**src/rtl/debounce_sync_if.sv**
```systemverilog
// Level-only connection for debounce_sync: raw pin in, debounced level and status out.
// There is no valid/ready handshake here; every signal is a level, sampled each clk edge.
interface debounce_sync_if #(
  parameter int GLITCH_W = 8
);
  logic                a_raw;
  logic                clr_glitch;
  logic                a_clean;
  logic                busy;
  logic [GLITCH_W-1:0] glitch_cnt;
  logic [1:0]          state_dbg;

  modport master (
    output a_raw,
    output clr_glitch,
    input  a_clean,
    input  busy,
    input  glitch_cnt,
    input  state_dbg
  );

  modport slave (
    input  a_raw,
    input  clr_glitch,
    output a_clean,
    output busy,
    output glitch_cnt,
    output state_dbg
  );
endinterface

```
**src/rtl/debounce_sync.sv**
```systemverilog
// Two-flop synchronizer followed by a four-state debounce FSM with a saturating
// count of rejected level changes.
module debounce_sync #(
  parameter int DEBOUNCE_CYCLES = 4,
  parameter int GLITCH_W        = 8
) (
  input  logic           clk,
  input  logic           rst_n,
  debounce_sync_if.slave bus
);

  localparam int CNT_W = (DEBOUNCE_CYCLES < 2) ? 1 : $clog2(DEBOUNCE_CYCLES + 1);
  localparam logic [CNT_W-1:0]    CNT_LAST   = CNT_W'(DEBOUNCE_CYCLES - 1);
  localparam logic [GLITCH_W-1:0] GLITCH_MAX = '1;

  typedef enum logic [1:0] {
    LOW_STABLE  = 2'd0,
    LOW_WAIT    = 2'd1,
    HIGH_STABLE = 2'd2,
    HIGH_WAIT   = 2'd3
  } state_t;

  state_t              state_q, state_d;
  logic [CNT_W-1:0]    cnt_q, cnt_d;
  logic                s1_q, s1_d;
  logic                s2_q, s2_d;
  logic                a_clean_q, a_clean_d;
  logic                busy_q, busy_d;
  logic [GLITCH_W-1:0] glitch_cnt_q, glitch_cnt_d;
  logic                glitch;
  logic                a_sync;

  assign a_sync = s2_q;

  always_comb begin
    s1_d = bus.a_raw;
    s2_d = s1_q;
  end

  always_comb begin
    state_d   = state_q;
    cnt_d     = cnt_q;
    a_clean_d = a_clean_q;
    glitch    = 1'b0;
    case (state_q)
      LOW_STABLE: begin
        if (a_sync) begin
          state_d = LOW_WAIT;
          cnt_d   = '0;
        end
      end
      LOW_WAIT: begin
        if (!a_sync) begin
          state_d = LOW_STABLE;
          glitch  = 1'b1;
        end else if (cnt_q == CNT_LAST) begin
          state_d   = HIGH_STABLE;
          a_clean_d = 1'b1;
        end else begin
          cnt_d = cnt_q + CNT_W'(1);
        end
      end
      HIGH_STABLE: begin
        if (!a_sync) begin
          state_d = HIGH_WAIT;
          cnt_d   = '0;
        end
      end
      HIGH_WAIT: begin
        if (a_sync) begin
          state_d = HIGH_STABLE;
          glitch  = 1'b1;
        end else if (cnt_q == CNT_LAST) begin
          state_d   = LOW_STABLE;
          a_clean_d = 1'b0;
        end else begin
          cnt_d = cnt_q + CNT_W'(1);
        end
      end
      default: state_d = LOW_STABLE;
    endcase

    // busy is registered, so it reflects the state being entered this edge
    busy_d = (state_d == LOW_WAIT) || (state_d == HIGH_WAIT);

    // clear takes priority over a coincident glitch; the count sticks at all-ones
    glitch_cnt_d = glitch_cnt_q;
    if (bus.clr_glitch) begin
      glitch_cnt_d = '0;
    end else if (glitch && (glitch_cnt_q != GLITCH_MAX)) begin
      glitch_cnt_d = glitch_cnt_q + GLITCH_W'(1);
    end
  end

  always_ff @(posedge clk or negedge rst_n) begin
    if (!rst_n) begin
      s1_q         <= 1'b0;
      s2_q         <= 1'b0;
      state_q      <= LOW_STABLE;
      cnt_q        <= '0;
      a_clean_q    <= 1'b0;
      busy_q       <= 1'b0;
      glitch_cnt_q <= '0;
    end else begin
      s1_q         <= s1_d;
      s2_q         <= s2_d;
      state_q      <= state_d;
      cnt_q        <= cnt_d;
      a_clean_q    <= a_clean_d;
      busy_q       <= busy_d;
      glitch_cnt_q <= glitch_cnt_d;
    end
  end

  assign bus.a_clean    = a_clean_q;
  assign bus.busy       = busy_q;
  assign bus.glitch_cnt = glitch_cnt_q;
  assign bus.state_dbg  = state_q;

endmodule
```
**src/flat_wrapper.sv**
```systemverilog
// flat-port wrapper written by rule: the top's interface ports become plain ports
module debounce_sync_flat 
#(
  parameter int DEBOUNCE_CYCLES = 4,
  parameter int GLITCH_W        = 8
)
  (clk, rst_n, bus_a_raw, bus_clr_glitch, bus_a_clean, bus_busy, bus_glitch_cnt, bus_state_dbg);
  debounce_sync_if #(.GLITCH_W(GLITCH_W)) bus_i ();
  input  logic clk;
  input  logic rst_n;
  input wire logic [$bits(bus_i.a_raw)-1:0] bus_a_raw;
  input wire logic [$bits(bus_i.clr_glitch)-1:0] bus_clr_glitch;
  output wire logic [$bits(bus_i.a_clean)-1:0] bus_a_clean;
  output wire logic [$bits(bus_i.busy)-1:0] bus_busy;
  output wire logic [$bits(bus_i.glitch_cnt)-1:0] bus_glitch_cnt;
  output wire logic [$bits(bus_i.state_dbg)-1:0] bus_state_dbg;
  assign bus_i.a_raw = bus_a_raw;
  assign bus_i.clr_glitch = bus_clr_glitch;
  assign bus_a_clean = bus_i.a_clean;
  assign bus_busy = bus_i.busy;
  assign bus_glitch_cnt = bus_i.glitch_cnt;
  assign bus_state_dbg = bus_i.state_dbg;
  debounce_sync #(.DEBOUNCE_CYCLES(DEBOUNCE_CYCLES), .GLITCH_W(GLITCH_W)) u_core (.clk(clk), .rst_n(rst_n), .bus(bus_i));
endmodule
```
**config.mk**
```make
export PLATFORM = sky130hd
export DESIGN_NAME = debounce_sync_flat
export DESIGN_NICKNAME = d
export VERILOG_FILES = /design/src/rtl/debounce_sync_if.sv /design/src/rtl/debounce_sync.sv /design/src/flat_wrapper.sv
export SDC_FILE = /design/constraint.sdc
export NUM_CORES = 1
export LEC_CHECK = 0
export CAP_MARGIN = 40
export CORE_MARGIN = 2
export CORE_UTILIZATION = 49
export DETAILED_ROUTE_END_ITERATION = 8
export PLACE_DENSITY_LB_ADDON = 0.25
export SYNTH_ARGS = -nofsm -noshare
export SYNTH_HDL_FRONTEND = slang
export SYNTH_SLANG_ARGS = --single-unit
```
**constraint.sdc**
```tcl
create_clock -name clk -period 1.7 [get_ports clk]
set_input_delay 0.17 -clock clk [delete_from_list [all_inputs] [get_ports clk]]
set_output_delay 0.17 -clock clk [all_outputs]
set_load 0.01 [all_outputs]
```
==> results of run 1 <==
how the worst max path moves through the flow:
stage,end,slack [ns]
final,bus_state_dbg[1],0.18
after floorplan,u_core.bus.glitch_cnt[6],0.23
after detailed placement,u_core.bus.glitch_cnt[6],0.20
after CTS,bus_state_dbg[1],0.17
after global routing,u_core.bus.glitch_cnt[6],0.09
after global placement,u_core.bus.glitch_cnt[6],0.25
logic make-up after synthesis:
logic type / share of synthesized area
and+or+nand+nor: 0.183
DFF: 0.501
buffers and inverters: 0.0339
xor gates and xnor gates: 0.0531
adders and majority gates: 0.0443
muxes: 0.0546
AOI/OAI and AO/OA: 0.130
worst register-to-register path, stage by stage (launching register included):
cell and delay (ns):
sky130_fd_sc_hd__dfrtp_1 0.42, sky130_fd_sc_hd__ha_1 0.25, sky130_fd_sc_hd__nand3_1 0.19, sky130_fd_sc_hd__o211ai_2 0.13
sky130_fd_sc_hd__nor2_2 0.12, sky130_fd_sc_hd__mux2_4 0.30
metrics by stage:
step	hold slack (ns)	worst slack (ns)	cell area, µm²	cells
after floorplan	-0.126	0.228	848	77
after global placement	0.334	0.250	1030	110
after CTS	0.199	0.169	1060	114
final	0.192	0.181	1060	114
after global routing	0.225	0.0917	1060	114
after detailed placement	0.343	0.201	1030	110
where the power goes:
| part | switching [mW] | leakage [nW] | internal (mW) |
|---|---|---|---|
| registers | 0.0790 | 0.219 | 0.485 |
| clock network | 0.117 | 0.0150 | 0.0911 |
| logic | 0.232 | 0.241 | 0.260 |
layout by cell type, fill, tap and decap left out, types with 2 or more instances in the layout:
cell type,instances
sky130_fd_sc_hd__ha_1,3
sky130_fd_sc_hd__clkbuf_4,3
sky130_fd_sc_hd__dfrtp_1,17
sky130_fd_sc_hd__mux2i_1,2
sky130_fd_sc_hd__nand2_1,7
sky130_fd_sc_hd__nor2_1,7
sky130_fd_sc_hd__xor2_1,2
sky130_fd_sc_hd__nand3_1,2
sky130_fd_sc_hd__a31oi_1,2
sky130_fd_sc_hd__and3_1,2
sky130_fd_sc_hd__inv_1,3
sky130_fd_sc_hd__clkdlybuf4s50_1,15
sky130_fd_sc_hd__o211ai_2,2
sky130_fd_sc_hd__a21oi_1,2
sky130_fd_sc_hd__buf_4,3
sky130_fd_sc_hd__nor3_1,2
sky130_fd_sc_hd__o21ai_0,5
area by class of cell:
cell class                      instances  area, µm²  area share
Sequential cell                        17        425       0.403
Clock buffer                            4       26.3      0.0249
Inverter                                4       16.3      0.0154
Multi-Input combinational cell         54        394       0.373
Tap cell                               17       21.3      0.0201
Timing Repair Buffer                   18        173       0.164
routing by layer:
metal,global-route usage,vias up
li1,-,310
met5,0,-
met4,0.0882,0
met3,0.0238,2
met2,0.290,10
met1,0.196,305
flip-flops by register name (all words and copies together), names as in the netlist:
name,flops
u_core.bus.glitch_cnt,8
u_core.cnt_q,3
u_core.bus.state_dbg,2
u_core.a_sync,1
u_core.bus.a_clean,1
u_core.bus.busy,1
u_core.s1_q,1
==> metrics.log, run 1 <==
INFO  metric status = complete, no violations
INFO  metric report.power.total = 1.26 mW
INFO  metric ys_top_cells_by_area = sky130_fd_sc_hd__dfrtp_1 50%, sky130_fd_sc_hd__ha_1 4.4%, sky130_fd_sc_hd__xnor2_4 3.2%, sky130_fd_sc_hd__nand2_1 3.1%, sky130_fd_sc_hd__nor2_1 3.1%
INFO  metric via_count_of_the_first_global_routing_pass = 578
INFO  metric die_w = 45.6 µm
INFO  metric cts.root.buffer_cell = sky130_fd_sc_hd__clkbuf_4
INFO  metric finalCritPeriodShare = 0.894
INFO  metric worst_clock_skew = 0.00330 ns
INFO  metric viasPerCell = 5.50
INFO  metric floorplan.core_area = 1670 µm²
INFO  metric crit_family = buffers and inverters
INFO  metric gp_routability_congestion = 0.783
INFO  metric ys_warn_count = 0
INFO  metric critical_path.reg2reg.startpoint = u_core.bus.glitch_cnt[0]
INFO  metric critical_path.startpoint_type = flip-flop
INFO  metric met2RoutedLength = 760 µm
INFO  metric drt_drc_violations_left = 0
INFO  metric achievable-frequency = 0.658 GHz
INFO  metric cts-htree-levels = 1
INFO  metric setup_tns = 0 ns
INFO  metric first_pass_grt_wire_length = 2470 µm
INFO  metric placementRows = 15
INFO  metric end_kind = output pin
INFO  metric final-max-slew-violation-count = 0
INFO  metric max-cap-violations = 0
INFO  metric synth_cell_types = 33
INFO  metric final-hold-violation-count = 0
INFO  metric clock_tree_from_tritoncts = done
INFO  metric cts-hold-fix-buffers = 0
INFO  metric grt_overflow_total = 0
INFO  metric fin_util = 0.632
INFO  metric cts_made_buffers = 3
INFO  metric worst_slew_pin_slew = 0.330 ns
INFO  metric grt_use_total = 0.167
INFO  metric r2r.worst_path.cells = 5
INFO  metric criticalPathCategory = reg -> out
INFO  metric critPathSlowestCell = sky130_fd_sc_hd__clkdlybuf4s50_1
INFO  metric cts_setup_buffers = 0
INFO  metric num_io_pins = 16
INFO  metric detailedPlacementHpwl = 1120 µm
INFO  metric grt_setup_unrepaired = no
INFO  metric netlist.area_leader.share = 0.501
INFO  metric antenna_violating_nets_post_route = 0
INFO  metric dr_total_vias = 627
INFO  metric worst_skew_late_latency = 0.28 ns
INFO  metric clockBufferDepth = 2
INFO  metric timing.max_slew.rel_slack = 0.779
INFO  metric ys.flop_type = sky130_fd_sc_hd__dfrtp_1
INFO  metric cp_num_buf_inv = 1
INFO  metric initial_core_util = 0.508
INFO  metric dr.pass1.iters = 4
INFO  metric timing.final.crit_period = 1.52 ns
INFO  metric design.final.nets = 105
INFO  metric crit_fanout = 4
INFO  metric detail_route.wl_per_cell = 13.1 µm
INFO  metric clock_sink_count = 17
INFO  metric timing.critical_path.arrival = 1.35 ns
INFO  metric r2r-end = u_core.bus.glitch_cnt[6]
INFO  metric crit_chain = clkdlybuf4s50_1
INFO  metric highest-signal-layer = met4
INFO  metric area_growth_syn_to_layout = 24.5%
INFO  metric synth-edff-count = 0
INFO  metric synth.ff_latch_count = 17
INFO  metric yosysMostFrequentCell = sky130_fd_sc_hd__dfrtp_1
INFO  metric route.final.wire_length = 1490 µm
INFO  metric syn_area_per_cell = 11.0 µm²
INFO  metric cts.repair.resized = 0
INFO  metric leading_post_synthesis_cells_by_instance_count = 17 x sky130_fd_sc_hd__dfrtp_1, 7 x sky130_fd_sc_hd__nand2_1, 7 x sky130_fd_sc_hd__nor2_1, 5 x sky130_fd_sc_hd__o21ai_0
INFO  metric die_height = 45.6 µm
INFO  metric largest_net_degree_at_the_start_of_global_routing = 18
INFO  metric clk_pin_slew = 0.09 ns
INFO  metric detailedRoute.firstIterationViolations = 5
INFO  metric post_synth_instance_area = 848 µm²
INFO  metric insertedDiodeCount = 0
INFO  metric setup.reg_to_reg.worst_slack = 0.19 ns
INFO  metric async_flop_share = 1.00
INFO  metric synth.largest_area_cell = sky130_fd_sc_hd__dfrtp_1
INFO  metric drive_gt1_frac = 0.165
INFO  metric crit_path_max_incr_delay = 0.59 ns
INFO  metric finalSetupViolations = 0
INFO  metric antenna_found_initial = 0
INFO  metric power.density = 1200 nW/µm²
INFO  metric port-buffer-count = 15
INFO  metric die_area = 2080 µm²
INFO  metric syn_inst = 77
INFO  metric synth.yosys.seq_area_share = 0.501
INFO  metric leakage_power_total = 0.475 nW
INFO  metric timing.hold.worst.class = in -> async
INFO  metric critPathRequiredTime = 1.53 ns
INFO  metric critical_path_depth = 1
INFO  metric wl_met3 = 53 µm
INFO  metric peakVddDrop = 0.718 mV
INFO  metric fillers = 134
INFO  metric synth.net_count = 84
INFO  metric drt-met1-wl = 665 µm
INFO  metric critical_path.startpoint = u_core.bus.state_dbg[1]
Note: power is estimated with default switching activity, not from simulation.
==> run 2: changes to the inputs <==
CTS_CLUSTER_SIZE = 24   (was not set)
==> results of run 2 <==
No change in the layout: final DEF, timing and power equal those of run 1.
==> run 3: changes to the inputs <==
CORE_UTILIZATION = 53   (was 49)
clock period = 1.87 ns   (was 1.7 ns; I/O delays follow)
==> run 3 against run 2 <==
Net effect: combinational power shrank 12%; first-iteration DRC count grew 60%; flip-flop and latch count is the same; register-to-register slack gained 0.14 ns; clock-buffer cell count is the same; total power shrank 9.7%; final cell count shrank 1.8%; wire length grew 5.9%.
==> metrics.log, run 3 (synthesized netlist as in run 1, its figures left out) <==
INFO  metric grt_setup_unrepaired = no
INFO  metric status = complete, no violations
INFO  metric grt_use_total = 0.191 (+0.0239)
INFO  metric cts-hold-fix-buffers = 0 (unchanged)
INFO  metric end_kind = flip-flop
INFO  metric via_count_of_the_first_global_routing_pass = 625 (+8.1%)
INFO  metric crit_fanout = 4 (unchanged)
INFO  metric gp_routability_congestion = 0.817 (+4.4%)
INFO  metric cts_made_buffers = 3 (unchanged)
INFO  metric clockBufferDepth = 2 (unchanged)
INFO  metric power.density = 1090 nW/µm² (-9.0%)
INFO  metric route.final.wire_length = 1580 µm (+5.9%)
INFO  metric antenna_found_initial = 0 (unchanged)
INFO  metric timing.hold.worst.class = in -> async
INFO  metric worst_skew_late_latency = 0.28 ns (about the same)
INFO  metric worst_clock_skew = 0.00765 ns (+0.00435 ns)
INFO  metric report.power.total = 1.14 mW (-9.7%)
INFO  metric first_pass_grt_wire_length = 2700 µm (+9.2%)
INFO  metric largest_register_ff_count = 8 (unchanged)
INFO  metric critical_path.startpoint_type = flip-flop
INFO  metric num_io_pins = 16 (unchanged)
INFO  metric dr.pass1.iters = 4 (unchanged)
INFO  metric fillers = 113 (-16%)
INFO  metric detailedRoute.firstIterationViolations = 8 (+3)
INFO  metric setup_ws = 0.329 ns (+0.148 ns)
INFO  metric die_area = 1940 µm² (-6.9%)
INFO  metric clock_tree_from_tritoncts = done
INFO  metric viasPerCell = 5.63 (+2.4%)
INFO  metric area_growth_syn_to_layout = 23.5%
INFO  metric initial_core_util = 0.563 (+0.0553)
INFO  metric drive_gt1_frac = 0.156 (-0.00870)
INFO  metric final-max-slew-violation-count = 0 (unchanged)
INFO  metric cts.repair.resized = 0 (unchanged)
INFO  metric place_inst = 108 (-1.8%)
INFO  metric timing.final.crit_period = 1.54 ns
INFO  metric insertedDiodeCount = 0 (unchanged)
INFO  metric design.final.nets = 104 (-0.95%)
INFO  metric detail_route.wl_per_cell = 14.1 µm (+7.8%)
INFO  metric antenna_violating_nets_post_route = 0 (unchanged)
INFO  metric critPathRequiredTime = 2.05 ns (+0.52 ns)
INFO  metric worst_slew_pin_slew = 0.331 ns (+0.000945 ns)
INFO  metric die_w = 44.0 µm (-3.5%)
INFO  metric ff_latch_area = 425 µm² (unchanged)
INFO  metric crit_path_max_incr_delay = 0.43 ns (-0.16 ns)
INFO  metric worst_setup_slack_post_dpl = 0.356 ns (+0.155 ns)
INFO  metric setup_tns = 0 ns (unchanged)
INFO  metric detailedPlacementHpwl = 1220 µm (+9.0%)
INFO  metric finalSetupViolations = 0 (unchanged)
INFO  metric layout.cells.non_filler = 112 (-1.8%)
INFO  metric timing.max_slew.rel_slack = 0.779 (about the same)
INFO  metric cts.root.buffer_cell = sky130_fd_sc_hd__clkbuf_4
INFO  metric layout_common_cells = 17 x sky130_fd_sc_hd__dfrtp_1, 15 x sky130_fd_sc_hd__clkdlybuf4s50_1, 7 x sky130_fd_sc_hd__nand2_1, 7 x sky130_fd_sc_hd__nor2_1, 5 x sky130_fd_sc_hd__o21ai_0
INFO  metric dr_total_vias = 631 (+0.64%)
INFO  metric crit_family = flip-flops
INFO  metric clock_sink_count = 17 (unchanged)
INFO  metric max-cap-violations = 0 (unchanged)
INFO  metric layout_commonest_cell = sky130_fd_sc_hd__dfrtp_1
INFO  metric grt_overflow_total = 0 (unchanged)
INFO  metric cts-htree-levels = 1 (unchanged)
INFO  metric critPathSlowestCell = sky130_fd_sc_hd__dfrtp_1
INFO  metric critical_path.startpoint = u_core.bus.glitch_cnt[0]
INFO  metric placementRows = 14 (-1)
INFO  metric leakage_power_total = 0.470 nW (-1.0%)
INFO  metric hold_ws = 0.204 ns (+0.0118 ns)
INFO  metric criticalPathCategory = reg -> reg
INFO  metric finalCritPeriodShare = 0.824
INFO  metric final-hold-violation-count = 0 (unchanged)
INFO  metric drt_drc_violations_left = 0 (unchanged)
INFO  metric floorplan.core_area = 1510 µm² (-9.8%)
INFO  metric footprint_of_the_multi_input_gates = 394 µm² (unchanged)
INFO  metric cp_num_buf_inv = 0 (-1)
INFO  metric cts_setup_buffers = 0 (unchanged)
INFO  metric largest_net_degree_at_the_start_of_global_routing = 18 (unchanged)
INFO  metric achievable-frequency = 0.649 GHz
INFO  metric port-buffer-count = 15 (unchanged)
INFO  metric peakVddDrop = 0.962 mV (+34%)
INFO  metric crit_chain = ha_1, nand3_1, o211ai_2, nor2_2, mux2_4
INFO  metric critical_path.reg2reg.startpoint = u_core.bus.glitch_cnt[0]
INFO  metric timing.critical_path.arrival = 1.72 ns (+0.37 ns)
INFO  metric clk_pin_slew = 0.10 ns (about the same)
INFO  metric die_height = 44.0 µm (-3.5%)
## run 3: cell types whose count changed in the layout (fill, tap and decap cells not counted)
cell                    change
sky130_fd_sc_hd__buf_4      -1
## run 3: per-stage QoR
step                      utilization  cell area (µm²)
final                           0.695             1050
after global placement          0.678             1020
after global routing            0.695             1050
after CTS                       0.695             1050
after detailed placement        0.678             1020
after floorplan                     -              848
## run 3: metal layers
layer | up-vias | wire length (µm) | GRT usage
li1 | 312 | - | -
met1 | 301 | 710 | 0.239
met2 | 18 | 791 | 0.309
met3 | 0 | 78 | 0.0625
met4 | 0 | 0 | 0.0667
met5 | - | 0 | 0
## run 3: where the power goes
| part | leakage [nW] | internal, mW | switching [mW] |
|---|---|---|---|
| Clock | 0.0150 | 0.0827 | 0.111 |
| Sequential | 0.219 | 0.441 | 0.0729 |
| Combinational | 0.236 | 0.222 | 0.212 |
## run 3: worst paths after layout
kind,slack (ns),endpoint,cells past startpoint
max reg2reg,0.33,u_core.bus.glitch_cnt[6],5
min,0.20,u_core.bus.glitch_cnt[4],2
max in group asynchronous,1.48,u_core.s1_q,2
max,0.33,u_core.bus.glitch_cnt[6],5
min in group clk,0.35,u_core.s1_q,1
min reg2reg,0.37,u_core.a_sync,0
## run 3: worst reg2reg max path: cells and delay by family, from the launching register on
| family | cells | cell delay, ns |
|---|---|---|
| DFF | 1 | 0.43 |
| AOI/OAI and AO/OA | 1 | 0.13 |
| muxes | 1 | 0.30 |
| adders and majority gates | 1 | 0.25 |
| and+or+nand+nor | 2 | 0.33 |
## run 3: area by class of cell
type	count	area share
flip-flops and latches	17	0.406
multi-input cells	54	0.376
repair buffers	17	0.158
clock buffers	4	0.0251
well taps	16	0.0191
inverters	4	0.0155
==> RTL change 1 (flow settings as in run 2) <==
Reset style: synchronous (`rst_n`), changed in one clocked block.
--- a/src/rtl/debounce_sync.sv
+++ b/src/rtl/debounce_sync.sv
@@ -93,5 +93,5 @@
   end
 
-  always_ff @(posedge clk or negedge rst_n) begin
+  always_ff @(posedge clk) begin
     if (!rst_n) begin
       s1_q         <= 1'b0;
Check against the original RTL: differs if rst_n is asserted again (counterexample within 4 cycles, from zero or initial values and one cycle with rst_n low); with rst_n held inactive, the same outputs for 10 cycles.
==> RTL change 1 against run 2 <==
- sequential cell count unchanged
- final cell count is 4.4% higher
- maximum frequency is 3.3% lower
- final area down 9.7%
- worst setup slack worse by 52 ps
- via count is 2.6% higher
- area after synthesis is 11% lower
- wire length shrank 8.6%
Power is not compared: it rests on default switching activity, and its combinational part moved more than twofold at a synthesized area within 25%.
==> RTL change 1: results <==
group,metric,value,unit
outcome,status,"finished clean",
final_layout,multi_input_cells,63,
final_layout,stdcell_count,119,
drt,vias_per_cell,5.403,
drt,wl_met1,667,microns
logic_synthesis,syn-num-nets,91,
place,hpwl,1.028,mm
logic_synthesis,synth_top_flop_cell,"dfxtp_1",
place,dp_cells,115,
logic_synthesis,yosysSeqAreaShare,0.4518,
final_layout,design.seq.count,17,
drt,drt_iter0_drc,10,
drt,wl_met3,75,microns
clock_network,ctsResizeCount,0,
clock_network,clk_latency,290,ps
global_route,antenna_found_initial,0,
drt,wire_per_inst,11.47,microns
logic_synthesis,synth_area_leaders,"dfxtp_1 45%, ha_1 5.0%, a21oi_1 4.7%",
final_layout,inverters_excl_clock,3,
power_and_ir_drop,ir_drop,0.4863,mV
logic_synthesis,ys_types,26,
drt,wl_met2,595,microns
drt,dr.pass1.iters,3,
final_layout,register_area,340.3,sq um
place,gp_congestion,0.7468,
final_layout,num-fill-cells,133,
final_layout,layout.nets,111,
final_layout,buffers,16,
setup_path,critical_path.top_delay_family,"buffers and inverters",
sta,finClkSkew,2.782,ps
sta,max_slew_margin,0.7647,
logic_synthesis,synthArstFlopShare,0,
setup_path,reg2reg_from,"u_core.bus.glitch_cnt[0]",
global_route,grt_max_degree,11,
setup_path,critPathArrivalTime,1400,ps
setup_path,r2r_end,"u_core.bus.glitch_cnt[6]",
setup_path,slowest_stage,"clkdlybuf4s50_1",
global_route,grt_pass1_wl,2.352,mm
place,dp_slack,238.5,ps
min_path,min_path_type,"register to register",
power_and_ir_drop,p_leak,0.3346,nW
final_layout,multiInputGateArea,396.6,sq um
final_layout,buffer_area_frac,0.1654,
setup_path,cp_max_fo,5,
final_layout,clkCellAreaFrac,0.02887,
logic_synthesis,synthTopCellsByCount,"17 x dfxtp_1, 9 x nand2_1, 9 x nor2_1",
logic_synthesis,syn_inst,84,
global_route,first_global_vias,552,
setup_path,worst_path_largest_cell_delay,600,ps
setup_path,reg2reg_slack,210,ps
final_layout,nClkBuffers,3,
global_route,track_usage,0.1712,
final_layout,drive_gt1_frac,0.05825,
==> RTL change 1: cell families after synthesis <==
family | count (synthesis) | synth area share
and+or+nand+nor | 37 | 0.2508
buffers and inverters | 4 | 0.02159
adders and majority gates | 3 | 0.04984
xor gates and xnor gates | 4 | 0.07144
DFF | 17 | 0.4518
AOI/OAI and AO/OA | 19 | 0.1545
==> RTL change 1: where the power goes <==
group,internal (mW),total (mW),switching (mW)
logic,0.0219,0.0414,0.0195
clock network,0.0877,0.215,0.128
registers,0.404,0.409,0.00445
==> RTL change 1: worst max path at each step <==
stage	depth (start not counted)	slack [ps]	endpoint	startpoint
after floorplan	5	270	u_core.bus.glitch_cnt[6]	u_core.bus.glitch_cnt[0]
after global placement	5	260	u_core.bus.glitch_cnt[6]	u_core.bus.glitch_cnt[0]
after detailed placement	5	240	u_core.bus.glitch_cnt[6]	u_core.bus.glitch_cnt[1]
after CTS	1	120	bus_state_dbg[1]	u_core.bus.state_dbg[1]
after global routing	1	70	bus_state_dbg[1]	u_core.bus.state_dbg[1]
final	1	130	bus_state_dbg[1]	u_core.bus.state_dbg[1]
==> RTL change 1: stage by stage <==
| stage | cell area, sq um | hold WS [ps] | power (mW) |
|---|---|---|---|
| final | 953.4 | 448.3 | 0.6655 |
| after global routing | 953.4 | 459.3 | 0.6956 |
| after CTS | 953.4 | 452.0 | 0.6744 |
| after detailed placement | 925.9 | 426.3 | 0.4602 |
| after global placement | 925.9 | 423.5 | 0.4590 |
| after floorplan | 753.2 | 291.7 | 0.4392 |
==> RTL change 1: routing by layer <==
metal | vias to the layer above | track usage
li1 | 340 | -
met2 | 14 | 0.2418
met1 | 285 | 0.2316
met5 | - | 0
met4 | 0 | 0.07273
met3 | 4 | 0.06383
==> RTL change 2 (settings of run 2) <==
Made on the original files. `DEBOUNCE_CYCLES` is set to 4 in 2 places; all go to 2.
--- a/src/rtl/debounce_sync.sv
+++ b/src/rtl/debounce_sync.sv
@@ -2,5 +2,5 @@
 // count of rejected level changes.
 module debounce_sync #(
-  parameter int DEBOUNCE_CYCLES = 4,
+  parameter int DEBOUNCE_CYCLES = 2,
   parameter int GLITCH_W        = 8
 ) (
--- a/src/flat_wrapper.sv
+++ b/src/flat_wrapper.sv
@@ -2,5 +2,5 @@
 module debounce_sync_flat 
 #(
-  parameter int DEBOUNCE_CYCLES = 4,
+  parameter int DEBOUNCE_CYCLES = 2,
   parameter int GLITCH_W        = 8
 )
Check against the original RTL: not equivalent (a bounded check fails within 10 cycles, from zero or initial values and one cycle with rst_n low).
==> RTL change 2 against run 2 <==
- via count shrank 7.0%
- highest routed layer unchanged
- area after synthesis is 11% lower
- worst setup slack got worse by 33 ps
- die area is 10% lower
- sequential cell count shrank 1
- final area is 9.0% lower
- combinational power decreased by 7.1%
- wire length is 2.9% lower
- power decreased by 2.7%
- critical endpoint is now bus_state_dbg[0]
==> RTL change 2: results <==
group,metric,value,unit
setup_path,reg2reg_slack,160,ps
setup_path,r2r_end,"u_core.bus.glitch_cnt[2]",
outcome,status,"finished clean",
global_route,first_global_vias,502,
sta,worst_slew_pin_slew,333.5,ps
logic_synthesis,syn-num-nets,73,
place,placed_area,932.1,sq um
setup_path,worstSetupEndpoint,"bus_state_dbg[0]",
place,gp_congestion,0.7534,
global_route,grt_pass1_wl,2.332,mm
logic_synthesis,yosys_warnings,0,
power_and_ir_drop,p_leak,0.4068,nW
final_layout,num-fill-cells,116,
logic_synthesis,synth_mux_area_frac,0.07131,
logic_synthesis,synthAdderAreaFrac,0.03317,
setup_path,cp_max_fo,12,
drt,wirelength,1.449,mm
logic_synthesis,yosysSeqAreaShare,0.5307,
logic_synthesis,ys_types,25,
final_layout,drive_gt1_frac,0.1412,
setup_path,critPathArrivalTime,1380,ps
place,hpwl,1.032,mm
sta,post-route-period-util,0.9133,
drt,drt_iter0_drc,11,
global_route,track_usage,0.1766,
global_route,grt_max_degree,17,
drt,vias_per_cell,5.772,
place,dp_slack,121.1,ps
setup_path,critPathLaunch,"u_core.bus.state_dbg[0]",
logic_synthesis,synth_xor_area_frac,0.04809,
logic_synthesis,synth_compound_area_frac,0.1161,
[RTL change 2: cell types whose count changed in the layout (fill, tap and decap cells not counted), sizes merged, moves of 2 or more]
cell,run 2,this run
a21oi,2,4
nand2,7,3
nor2,8,6
nor2b,0,3
nor3b,0,2
or3,0,2
[RTL change 2: report_power, final]
group	switching (mW)	leakage, nW	internal, mW	total (mW)
Combinational	0.207	0.189	0.251	0.457
Clock	0.111	0.0138	0.0822	0.193
Sequential	0.116	0.204	0.463	0.579
Total	0.434	0.407	0.796	1.23
[RTL change 2: final cells by class]
cell class                 instances  area, sq um  share of cell area
inverter                           2        7.507            0.007812
tap                               16        20.02             0.02083
clock buffer                       3        22.52             0.02344
sequential                        16        401.6              0.4180
timing repair buffer              17        165.2              0.1719
multi-input combinational         47        344.1              0.3581
[RTL change 2: how the worst min path moves through the flow]
stage / startpoint / to / cells past startpoint / slack [ps]
detailed placement: u_core.s1_q / u_core.a_sync / 0 / 340
global route: rst_n / u_core.bus.glitch_cnt[4] / 2 / 210
CTS: rst_n / u_core.bus.glitch_cnt[5] / 2 / 200
global placement: u_core.s1_q / u_core.a_sync / 0 / 330
finish: rst_n / u_core.bus.glitch_cnt[4] / 2 / 200
floorplan: rst_n / u_core.a_sync / 0 / -130
[RTL change 2: per-stage QoR]
step                      total power [mW]  instances  utilization
after floorplan                     0.8434         67            -
after global placement               1.017         98       0.6335
after detailed placement             1.041         98       0.6335
after CTS                            1.235        101       0.6488
after global routing                 1.310        101       0.6531
final                                1.230        101       0.6531
[RTL change 2: routing by layer]
metal  vias to the layer above  share of wire  track usage
li1                        281              -            -
met1                       276           0.45       0.2486
met2                        22           0.46       0.2418
met3                         4          0.064      0.04255
met4                         0          0.028       0.1091
met5                         -              0            0
